`config.mk`:
```
export PLATFORM = sky130hd
export DESIGN_NAME = cmd_link_responder
export DESIGN_NICKNAME = d
export VERILOG_FILES = /design/src/rtl/cmd_link_pkg.sv /design/src/rtl/uart_rx_byte.sv /design/src/rtl/cmd_link_responder.sv
export SDC_FILE = /design/constraint.sdc
export NUM_CORES = 1
export LEC_CHECK = 0
export CORE_UTILIZATION = 40
export CTS_CLUSTER_DIAMETER = 60
export CTS_CLUSTER_SIZE = 28
export DETAILED_ROUTE_END_ITERATION = 10
export GPL_TIMING_DRIVEN = 0
export SYNTH_ARGS = -nofsm -noshare
export SYNTH_HDL_FRONTEND = slang
export SYNTH_SLANG_ARGS = --single-unit
```
`constraint.sdc`:
```
create_clock -name sys_clk -period 2.4 [get_ports sys_clk]
set_input_delay 0.36 -clock sys_clk [delete_from_list [all_inputs] [get_ports sys_clk]]
set_output_delay 0.36 -clock sys_clk [all_outputs]
set_load 0.05 [all_outputs]
```
`src/rtl/cmd_link_pkg.sv`:
```
// rtl/cmd_link_pkg.sv - shared constants and UART state type for the command link responder
// Holds the command marker, the UART FSM state enum, detector bit positions
// and command-byte field positions used by the RX sub-module and the top.
package cmd_link_pkg;

    // Upper two bits a command byte must carry when marker checking is enabled.
    localparam logic [1:0] CMD_MARKER = 2'b10;

    typedef enum logic [1:0] {
        UART_IDLE  = 2'd0,
        UART_START = 2'd1,
        UART_DATA  = 2'd2,
        UART_STOP  = 2'd3
    } uart_state_t;

    // detector_in bit positions
    localparam int DET_FRONT = 0;
    localparam int DET_LEFT  = 1;
    localparam int DET_RIGHT = 2;
    localparam int DET_BACK  = 3;

    // command byte field positions
    localparam int CMD_MOVE_LSB = 0;
    localparam int CMD_MOVE_MSB = 3;
    localparam int CMD_PLACE    = 4;
    localparam int CMD_DESTROY  = 5;
    localparam int CMD_MARK_LSB = 6;
    localparam int CMD_MARK_MSB = 7;

endpackage

```
`src/rtl/uart_rx_byte.sv`:
```
// rtl/uart_rx_byte.sv - UART 8N1 byte receiver with input synchronizer
// Ports:
//   sys_clk, rst    : clock, synchronous active-high reset
//   rx              : asynchronous serial input (idle high)
//   byte_data[7:0]  : last received byte, valid while byte_valid is high
//   byte_valid      : high in the cycle the stop bit is sampled high
//   stop_err        : high in the cycle the stop bit is sampled low
module uart_rx_byte
    import cmd_link_pkg::*;
#(
    parameter int CLKS_PER_BIT = 10417
) (
    input  logic       sys_clk,
    input  logic       rst,
    input  logic       rx,
    output logic [7:0] byte_data,
    output logic       byte_valid,
    output logic       stop_err
);

    localparam int               CNT_W     = $clog2(CLKS_PER_BIT + 1);
    localparam logic [CNT_W-1:0] FULL_LAST = CNT_W'(CLKS_PER_BIT - 1);
    localparam logic [CNT_W-1:0] HALF_LAST = CNT_W'(CLKS_PER_BIT / 2 - 1);

    logic             rx_meta, rx_sync, rx_prev;
    uart_state_t      state_q, state_d;
    logic [CNT_W-1:0] cnt_q, cnt_d;
    logic [2:0]       bit_q, bit_d;
    logic [7:0]       shift_q, shift_d;
    logic             hold_q, hold_d;

    always_ff @(posedge sys_clk) begin
        if (rst) begin
            rx_meta <= 1'b1;
            rx_sync <= 1'b1;
            rx_prev <= 1'b1;
            state_q <= UART_IDLE;
            cnt_q   <= '0;
            bit_q   <= '0;
            shift_q <= '0;
            hold_q  <= 1'b0;
        end else begin
            rx_meta <= rx;
            rx_sync <= rx_meta;
            rx_prev <= rx_sync;
            state_q <= state_d;
            cnt_q   <= cnt_d;
            bit_q   <= bit_d;
            shift_q <= shift_d;
            hold_q  <= hold_d;
        end
    end

    always_comb begin
        state_d    = state_q;
        cnt_d      = cnt_q + 1'b1;
        bit_d      = bit_q;
        shift_d    = shift_q;
        hold_d     = hold_q;
        byte_valid = 1'b0;
        stop_err   = 1'b0;
        case (state_q)
            UART_IDLE: begin
                cnt_d = '0;
                if (rx_prev && !rx_sync) state_d = UART_START;
            end
            UART_START: begin
                // Half-bit check filters glitches shorter than half a bit.
                if (cnt_q == HALF_LAST) begin
                    cnt_d   = '0;
                    bit_d   = '0;
                    state_d = rx_sync ? UART_IDLE : UART_DATA;
                end
            end
            UART_DATA: begin
                if (cnt_q == FULL_LAST) begin
                    cnt_d   = '0;
                    shift_d = {rx_sync, shift_q[7:1]};
                    bit_d   = bit_q + 3'd1;
                    if (bit_q == 3'd7) state_d = UART_STOP;
                end
            end
            UART_STOP: begin
                if (hold_q) begin
                    // After a framing error, wait for the line to return high
                    // so a low line is not mistaken for a new start bit.
                    cnt_d = '0;
                    if (rx_sync) begin
                        hold_d  = 1'b0;
                        state_d = UART_IDLE;
                    end
                end else if (cnt_q == FULL_LAST) begin
                    cnt_d = '0;
                    if (rx_sync) begin
                        byte_valid = 1'b1;
                        state_d    = UART_IDLE;
                    end else begin
                        stop_err = 1'b1;
                        hold_d   = 1'b1;
                    end
                end
            end
            default: state_d = UART_IDLE;
        endcase
    end

    assign byte_data = shift_q;

endmodule

```
`src/rtl/cmd_link_responder.sv`:
```
// rtl/cmd_link_responder.sv - UART command receiver, status transmitter and link watchdog
// Optional feature macro: CMD_LINK_MARKER_CHECK_EN (accept only bytes with [7:6]==2'b10).
// Ports:
//   sys_clk, rst           : clock, synchronous active-high reset
//   rx / tx                : UART 8N1 command input / status output
//   detector_in[3:0]       : front, left, right, back detectors
//   moving_state[3:0]      : last accepted command bits [3:0]
//   place_barrier          : last accepted command bit 4
//   destroy_barrier        : last accepted command bit 5
//   cmd_valid              : one-cycle pulse per accepted command
//   frame_err              : one-cycle pulse on bad stop bit or rejected byte
//   link_alive             : high while the command watchdog has not expired
module cmd_link_responder
    import cmd_link_pkg::*;
#(
    parameter int CLKS_PER_BIT  = 10417,
    parameter int STATUS_PERIOD = 1_000_000,
    parameter int LINK_TIMEOUT  = 50_000_000
) (
    input  logic       sys_clk,
    input  logic       rst,
    input  logic       rx,
    output logic       tx,
    input  logic [3:0] detector_in,
    output logic [3:0] moving_state,
    output logic       place_barrier,
    output logic       destroy_barrier,
    output logic       cmd_valid,
    output logic       frame_err,
    output logic       link_alive
);

    localparam int               CNT_W    = $clog2(CLKS_PER_BIT + 1);
    localparam logic [CNT_W-1:0] TX_LAST  = CNT_W'(CLKS_PER_BIT - 1);
    localparam int               PER_W    = $clog2(STATUS_PERIOD + 1);
    localparam logic [PER_W-1:0] PER_LAST = PER_W'(STATUS_PERIOD - 1);
    localparam int               WD_W     = $clog2(LINK_TIMEOUT + 1);
    localparam logic [WD_W-1:0]  WD_LAST  = WD_W'(LINK_TIMEOUT - 1);
    localparam logic [WD_W-1:0]  WD_LIMIT = WD_W'(LINK_TIMEOUT);

    logic [7:0] rx_byte;
    logic       rx_valid, rx_stop_err, byte_ok, accept;

    uart_rx_byte #(.CLKS_PER_BIT(CLKS_PER_BIT)) u_rx (
        .sys_clk    (sys_clk),
        .rst        (rst),
        .rx         (rx),
        .byte_data  (rx_byte),
        .byte_valid (rx_valid),
        .stop_err   (rx_stop_err)
    );

`ifdef CMD_LINK_MARKER_CHECK_EN
    assign byte_ok = (rx_byte[CMD_MARK_MSB:CMD_MARK_LSB] == CMD_MARKER);
`else
    logic unused_marker;
    assign unused_marker = ^rx_byte[CMD_MARK_MSB:CMD_MARK_LSB];
    assign byte_ok       = 1'b1;
`endif

    assign accept = rx_valid && byte_ok;

    // Command registers and watchdog. The counter parks at LINK_TIMEOUT so
    // expiry clears the outputs once; an accepted command always wins.
    logic [WD_W-1:0] wd_cnt;

    always_ff @(posedge sys_clk) begin
        if (rst) begin
            moving_state    <= '0;
            place_barrier   <= 1'b0;
            destroy_barrier <= 1'b0;
            cmd_valid       <= 1'b0;
            frame_err       <= 1'b0;
            link_alive      <= 1'b0;
            wd_cnt          <= '0;
        end else begin
            cmd_valid <= accept;
            frame_err <= rx_stop_err || (rx_valid && !byte_ok);
            if (accept) begin
                moving_state    <= rx_byte[CMD_MOVE_MSB:CMD_MOVE_LSB];
                place_barrier   <= rx_byte[CMD_PLACE];
                destroy_barrier <= rx_byte[CMD_DESTROY];
                link_alive      <= 1'b1;
                wd_cnt          <= '0;
            end else if (wd_cnt != WD_LIMIT) begin
                wd_cnt <= wd_cnt + 1'b1;
                if (wd_cnt == WD_LAST) begin
                    link_alive      <= 1'b0;
                    moving_state    <= '0;
                    place_barrier   <= 1'b0;
                    destroy_barrier <= 1'b0;
                end
            end
        end
    end

    // Status transmitter
    uart_state_t      tx_state_q, tx_state_d;
    logic [CNT_W-1:0] tx_cnt_q, tx_cnt_d;
    logic [2:0]       tx_bit_q, tx_bit_d;
    logic [7:0]       tx_shift_q, tx_shift_d;
    logic             pending_q, pending_d;
    logic [3:0]       last_nibble_q, last_nibble_d;
    logic [PER_W-1:0] period_q, period_d;
    logic             tx_d, bit_done, trigger;

    assign bit_done = (tx_cnt_q == TX_LAST);
    assign trigger  = (detector_in != last_nibble_q) || (period_q == PER_LAST);

    always_ff @(posedge sys_clk) begin
        if (rst) begin
            tx_state_q    <= UART_IDLE;
            tx_cnt_q      <= '0;
            tx_bit_q      <= '0;
            tx_shift_q    <= '0;
            pending_q     <= 1'b0;
            last_nibble_q <= '0;
            period_q      <= '0;
            tx            <= 1'b1;
        end else begin
            tx_state_q    <= tx_state_d;
            tx_cnt_q      <= tx_cnt_d;
            tx_bit_q      <= tx_bit_d;
            tx_shift_q    <= tx_shift_d;
            pending_q     <= pending_d;
            last_nibble_q <= last_nibble_d;
            period_q      <= period_d;
            tx            <= tx_d;
        end
    end

    always_comb begin
        tx_state_d    = tx_state_q;
        tx_cnt_d      = tx_cnt_q + 1'b1;
        tx_bit_d      = tx_bit_q;
        tx_shift_d    = tx_shift_q;
        pending_d     = pending_q;
        last_nibble_d = last_nibble_q;
        period_d      = (period_q == PER_LAST) ? period_q : period_q + 1'b1;
        tx_d          = 1'b1;
        case (tx_state_q)
            UART_IDLE: tx_cnt_d = '0;
            UART_START: begin
                if (bit_done) begin
                    tx_state_d = UART_DATA;
                    tx_cnt_d   = '0;
                    tx_bit_d   = '0;
                end
            end
            UART_DATA: begin
                if (bit_done) begin
                    tx_cnt_d   = '0;
                    tx_shift_d = {1'b0, tx_shift_q[7:1]};
                    tx_bit_d   = tx_bit_q + 3'd1;
                    if (tx_bit_q == 3'd7) tx_state_d = UART_STOP;
                end
            end
            UART_STOP: begin
                if (bit_done) begin
                    tx_state_d = UART_IDLE;
                    tx_cnt_d   = '0;
                end
            end
            default: tx_state_d = UART_IDLE;
        endcase
        // A frame launches from idle or straight off the last stop cycle, so a
        // queued frame follows with exactly one stop bit of spacing.
        if ((tx_state_q == UART_IDLE || (tx_state_q == UART_STOP && bit_done))
                && (trigger || pending_q)) begin
            tx_state_d    = UART_START;
            tx_cnt_d      = '0;
            tx_shift_d    = {4'b0000, detector_in};
            last_nibble_d = detector_in;
            period_d      = '0;
            pending_d     = 1'b0;
        end else if (trigger && tx_state_q != UART_IDLE) begin
            pending_d = 1'b1;
        end
        case (tx_state_d)
            UART_START: tx_d = 1'b0;
            UART_DATA:  tx_d = tx_shift_d[0];
            default:    tx_d = 1'b1;
        endcase
    end

endmodule

```
; Yosys cells after proc, flatten, opt, wreduce, memory -nomap -nowiden
; Cells that the tools add are included.
[totals]
ff_bits = 115
inputBits = 7
out_inout_bits = 10
[classes]
muxes = 46
n_bitwise = 1
eq_ne = 24
n_reduce_logical = 27
add_sub_neg = 6
[ops]
columns = cell, n
row1 = $mux W14, 4
row2 = $pmux W14 S4, 1
row3 = $add A14 B1 Y14 const B, 2
row4 = $eq A14 B14 Y1 const B, 2
row5 = $pmux W14 S2, 1
row6 = $add A26 B1 Y26 const B, 1
row7 = $eq A26 B26 Y1 const B, 1
row8 = $mux W2, 13
row9 = $ne A26 B26 Y1 const B, 1
row10 = $mux W4, 6
row11 = $add A20 B1 Y20 const B, 1
row12 = $eq A20 B20 Y1 const B, 1
row13 = $eq A14 B13 Y1 const B, 1
row14 = $reduce_bool A2 Y1, 7
row15 = $mux W1, 12
row16 = $mux W3, 4
row17 = $pmux W3 S2, 2
row18 = $eq A2 B2 Y1 const B, 5
row19 = $ne A2 B1 Y1 const B, 4
row20 = $pmux W2 S4, 1
row21 = $add A3 B1 Y3 const B, 2
row22 = $eq A2 B1 Y1 const B, 3
row23 = $eq A3 B3 Y1 const B, 2
row24 = $pmux W2 S3, 1
row25 = 14 further kinds, 26

; Logic depth before layout (Yosys ltp)
[depth]
depth_word = 7
ltp_mapped = 9

; By module
; Synthesis repeated with hierarchy kept, for this count alone.
[unflattened]
cells_unflattened = 582
area_unflattened_um2 = 5221.3
[modules_own_cells]
columns = module, cells_per_inst, area_per_inst_um2, n_inst, seq_area_each_um2
row1 = cmd_link_responder, 430, 3809.9, 1, 1681.6
row2 = uart_rx_byte, 152, 1411.4, 1, 620.6

; Worst setup path after synthesis
; No wires, ideal clock.
[synth_timing]
path_kind = flip-flop to flip-flop
start = register tx_cnt_q[9]
end = register last_nibble_q[0]
n_path_buf = 1
synth_period_minus_slack_ns = 2.038
t_required_ns = 2.272
arrival_time_ns = 1.910
setup_time_ns = 0.128
setup_slack_ns = 0.362
path_stages_with_launch = 7
cell_sequence = dfxtp_1 or4_4 or4_1 a22o_1 buf_6 mux2i_1 nor2_1
[synth_between]
elab_chain_cells = 4
[synth_rtl]
columns = item, line_no
row1 = from (decl), cmd_link_responder.sv:99  ; logic [CNT_W-1:0] tx_cnt_q, tx_cnt_d;
row2 = from (signal assigned), cmd_link_responder.sv:122  ; tx_cnt_q <= tx_cnt_d;
row3 = $eq A14 B14 Y1, cmd_link_responder.sv:107  ; assign bit_done = (tx_cnt_q == TX_LAST);
row4 = $logic_and A1 B1 Y1, cmd_link_responder.sv:168  ; if ((tx_state_q == UART_IDLE || (tx_state_q == UART_STOP && bit_done))
row5 = $logic_or A1 B1 Y1, cmd_link_responder.sv:168
row6 = $logic_and A1 B1 Y1, cmd_link_responder.sv:169  ; && (trigger || pending_q)) begin
row7 = to (signal assigned), cmd_link_responder.sv:126  ; last_nibble_q <= last_nibble_d;
row8 = to (decl), cmd_link_responder.sv:103  ; logic [3:0] last_nibble_q, last_nibble_d;
; No other way between the ends.
; A chain may end at the register's enable or synchronous reset.

; Worst setup path after layout
[layout_timing]
start = register tx_cnt_q[9]
end = register period_q[6]
[layout_between]
elab_chain_cells = 5
[layout_rtl]
columns = item, line_no
row1 = $eq A14 B14 Y1, cmd_link_responder.sv:107
row2 = $logic_and A1 B1 Y1, cmd_link_responder.sv:168
row3 = $logic_or A1 B1 Y1, cmd_link_responder.sv:168
row4 = $logic_and A1 B1 Y1, cmd_link_responder.sv:169
row5 = $reduce_or A2 Y1 (no source line), --
row6 = to (signal assigned), cmd_link_responder.sv:127  ; period_q <= period_d;
row7 = to (decl), cmd_link_responder.sv:104  ; logic [PER_W-1:0] period_q, period_d;
; No other way between the ends.

==> metrics <==
status=finished clean; proportion of synthesized chip area in sequential cells=about 46%; FF+latch area=0.00230 sq mm; Synth Area in XOR/XNOR=approximately 11%; multi-input logic area=0.00258 sq mm; Antenna diodes=0; clk root buf=clkbuf_16; Die Wd=roughly 110 microns; placed cell count=760; io pins=17; post-route ant nets=0; Hold Buf Count CTS=0; Tmin final=2.23 ns; required time of the critical path=roughly 2.7 ns; starting density of the core=41.5%; pin count of the biggest net entering global routing=17; mux contribution to synthesized area=3.43%; synth unique cells=between 40 and 50; vias=3821; clock tree sinks=around 120; Cell Area, Synth=0.00503 sq mm; fillcell total=~1200; Synth Register Bits=approximately 120; period utilization=about 93%; worst-skew pair later-pin latency=0.40 ns; initial antenna violation count=0; worst-margin pin slew=0.533 ns; Sw Share=21.2%; First DRT Iteration DRCs=208; Die ar.=0.0130 sq mm; CTS tree=done; slew margin rel.=64.4%; Worst setup EP type=register; NetSw=986 uW; Final TNS setup=0 ns; gr ovfl total=0; row cnt=40; f_max=0.447 GHz; GRT Total Usage=16.1%; final WL=9420 microns; Compound-Gate Fraction of Synth Area=5.85%; Routed wire per std cell=11.9 microns; Flop pwr share=a little over two fifths; startpoint types=register; fraction of layout cells with a size suffix above 1=7.88%; DRC Markers=0; number of synthesized flops with an enable pin=0; clock-pin slew on the worst setup and hold paths=0.05 ns; fraction of the mapped netlist area in adder cells=2.74%; critical path arrival=2.52 ns; Max Slew Vio Count=0; die height=114 microns; clock tree buffer depth=2; synthesized instance count=between 500 and 600; gpl congestion=0.777; leakage=around 2.1 nW; syn nets=roughly 590; async set-reset flop share out of synthesis=0%; Ys Warns=0; Non-Filler Instances=790; clock power share=52.1%; vias per cell=4.84; vias in the first global route=3764; commonest non-fill, non-tap cell in the layout=dfxtp_1; RSZ-0062 raised after global routing=false; htree depth=4; Logic pwr share=between 5 and 6%; CORE AREA=between 0.01 and 0.015 sq mm; CTS Buf Count=17; max-cap violations=0; area grow syn2layout=19.0%; Hold Fails Final Rpt=0; post-detail-place hpwl=6470 microns; worst vdd ir=between 400 and 500 uV; crit-path max FO=10; port buffer count=16; internal power=3.67 mW; HP Class=register to register; most frequent cells in the layout=dfxtp_1 (115), nor2_1 (114), nand2_1 (48), xor2_1 (40), nand3_1 (38); clk_skew=0.00685 ns; combinational family with the most area after synthesis=simple AND/OR/NAND/NOR gates; Synth Flop Type=dfxtp_1; post-synthesis simple-gate area fraction=27.8%; Pre-antenna DRT Iters=4; Layout Nets=629; Final Setup Violations=0; WS Path Type=register to register; PD cells=778 mW/mm^2; Syn Area/Cell=8.73 sq um; global-route wire length before repair=16600 microns
[power groups by stage]
stage,logic (mW),clock network (mW),registers [mW]
after floorplan,0.180,0,2.02
after global placement,0.242,0,2.02
after detailed placement,0.247,0,2.02
after CTS,0.250,2.49,1.98
after global routing,0.282,2.58,1.98
final,0.250,2.43,1.98
[final timing paths]
path / start / endpoint / slack (ns) / cells after the start
worst max-delay path: tx_cnt_q[9] / period_q[6] / 0.17 / 6
worst min-delay path: u_rx.rx_meta / u_rx.rx_sync / 0.41 / 1
worst max register to register: tx_cnt_q[9] / period_q[6] / 0.17 / 6
worst min register to register: u_rx.rx_meta / u_rx.rx_sync / 0.41 / 1
[worst max-delay path, stage by stage, from the launching register on]
cell and delay [ns]:
dfxtp_1 0.33, or4_4 0.55, or4_1 0.59, a22o_1 0.24, nand2b_1 0.09, buf_2 0.22
a21oi_1 0.08
[per-layer routing]
layer / track usage (%) / routed length [microns] / vias to the layer above / part of all wire (%)
li1: - / - / 2022 / -
met1: 19.4 / 4610 / 1755 / 49
met2: 26.2 / 4370 / 35 / 46
met3: 6.14 / 323 / 9 / 3.4
met4: 5.97 / 113 / 0 / 1.2
met5: 0 / 0 / - / 0
[Yosys cell counts, drive strengths merged (11+ instances only)]
| cell type | count | area share, % |
|---|---|---|
| nor2 | 114 | 8.5 |
| mux2i | 15 | 3.0 |
| nand2 | 48 | 3.6 |
| xor2 | 40 | 7.0 |
| a21oi | 12 | 1.2 |
| ha | 11 | 2.7 |
| nand3 | 38 | 3.8 |
| clkbuf | 14 | 1.0 |
| and3 | 16 | 2.0 |
| xnor2 | 25 | 4.4 |
| nand4 | 13 | 1.6 |
| dfxtp | 115 | 46 |
| inv | 12 | 0.90 |
[cell families after synthesis]
logic type,after synthesis
mux,17
xor+xnor,65
flops,115
fa+ha+maj,11
buf+inv,36
compound gates,44
simple gates,288
[stage by stage]
step                      util [%]  power [mW]  cell area, sq um  hold slack (ns)  worst slack (ns)
final                         49.4        4.66              5980            0.411             0.165
after global routing          49.4        4.85              5980            0.414           0.00686
after CTS                     49.3        4.72              5970            0.413             0.126
after detailed placement      44.6        2.26              5400            0.397             0.138
after global placement        44.6        2.26              5400            0.395             0.138
after floorplan                  -        2.20              5030            0.389             0.362
[state kept, by name, indices dropped and copies added, names as in the netlist, 3 cells and up, named ones only]
signal	cells
u_rx.bit_q	3
u_rx.cnt_q	14
last_nibble_q	4
moving_state	4
u_rx.byte_data	8
tx_bit_q	3
tx_cnt_q	14
wd_cnt	26
tx_shift_q	4
period_q	20
[area by class of cell]
| cell class | count | share of cell area [%] |
|---|---|---|
| sequential | 115 | 38.5 |
| tap | 168 | 3.51 |
| multi-input combinational | 425 | 43.2 |
| inverter | 12 | 0.753 |
| clock buffer | 25 | 8.28 |
| buffer | 23 | 1.76 |
| timing repair buffer | 17 | 2.80 |
| clock inverter | 5 | 1.25 |
[repair_timing]
action | in CTS | in global routing
resized for setup | 0 | 2
endpoints found under the setup margin | 0 | 34
endpoints found under the hold margin | 0 | 0
buffers inserted | 0 | 1
Note: power is estimated with default switching activity, not from simulation.
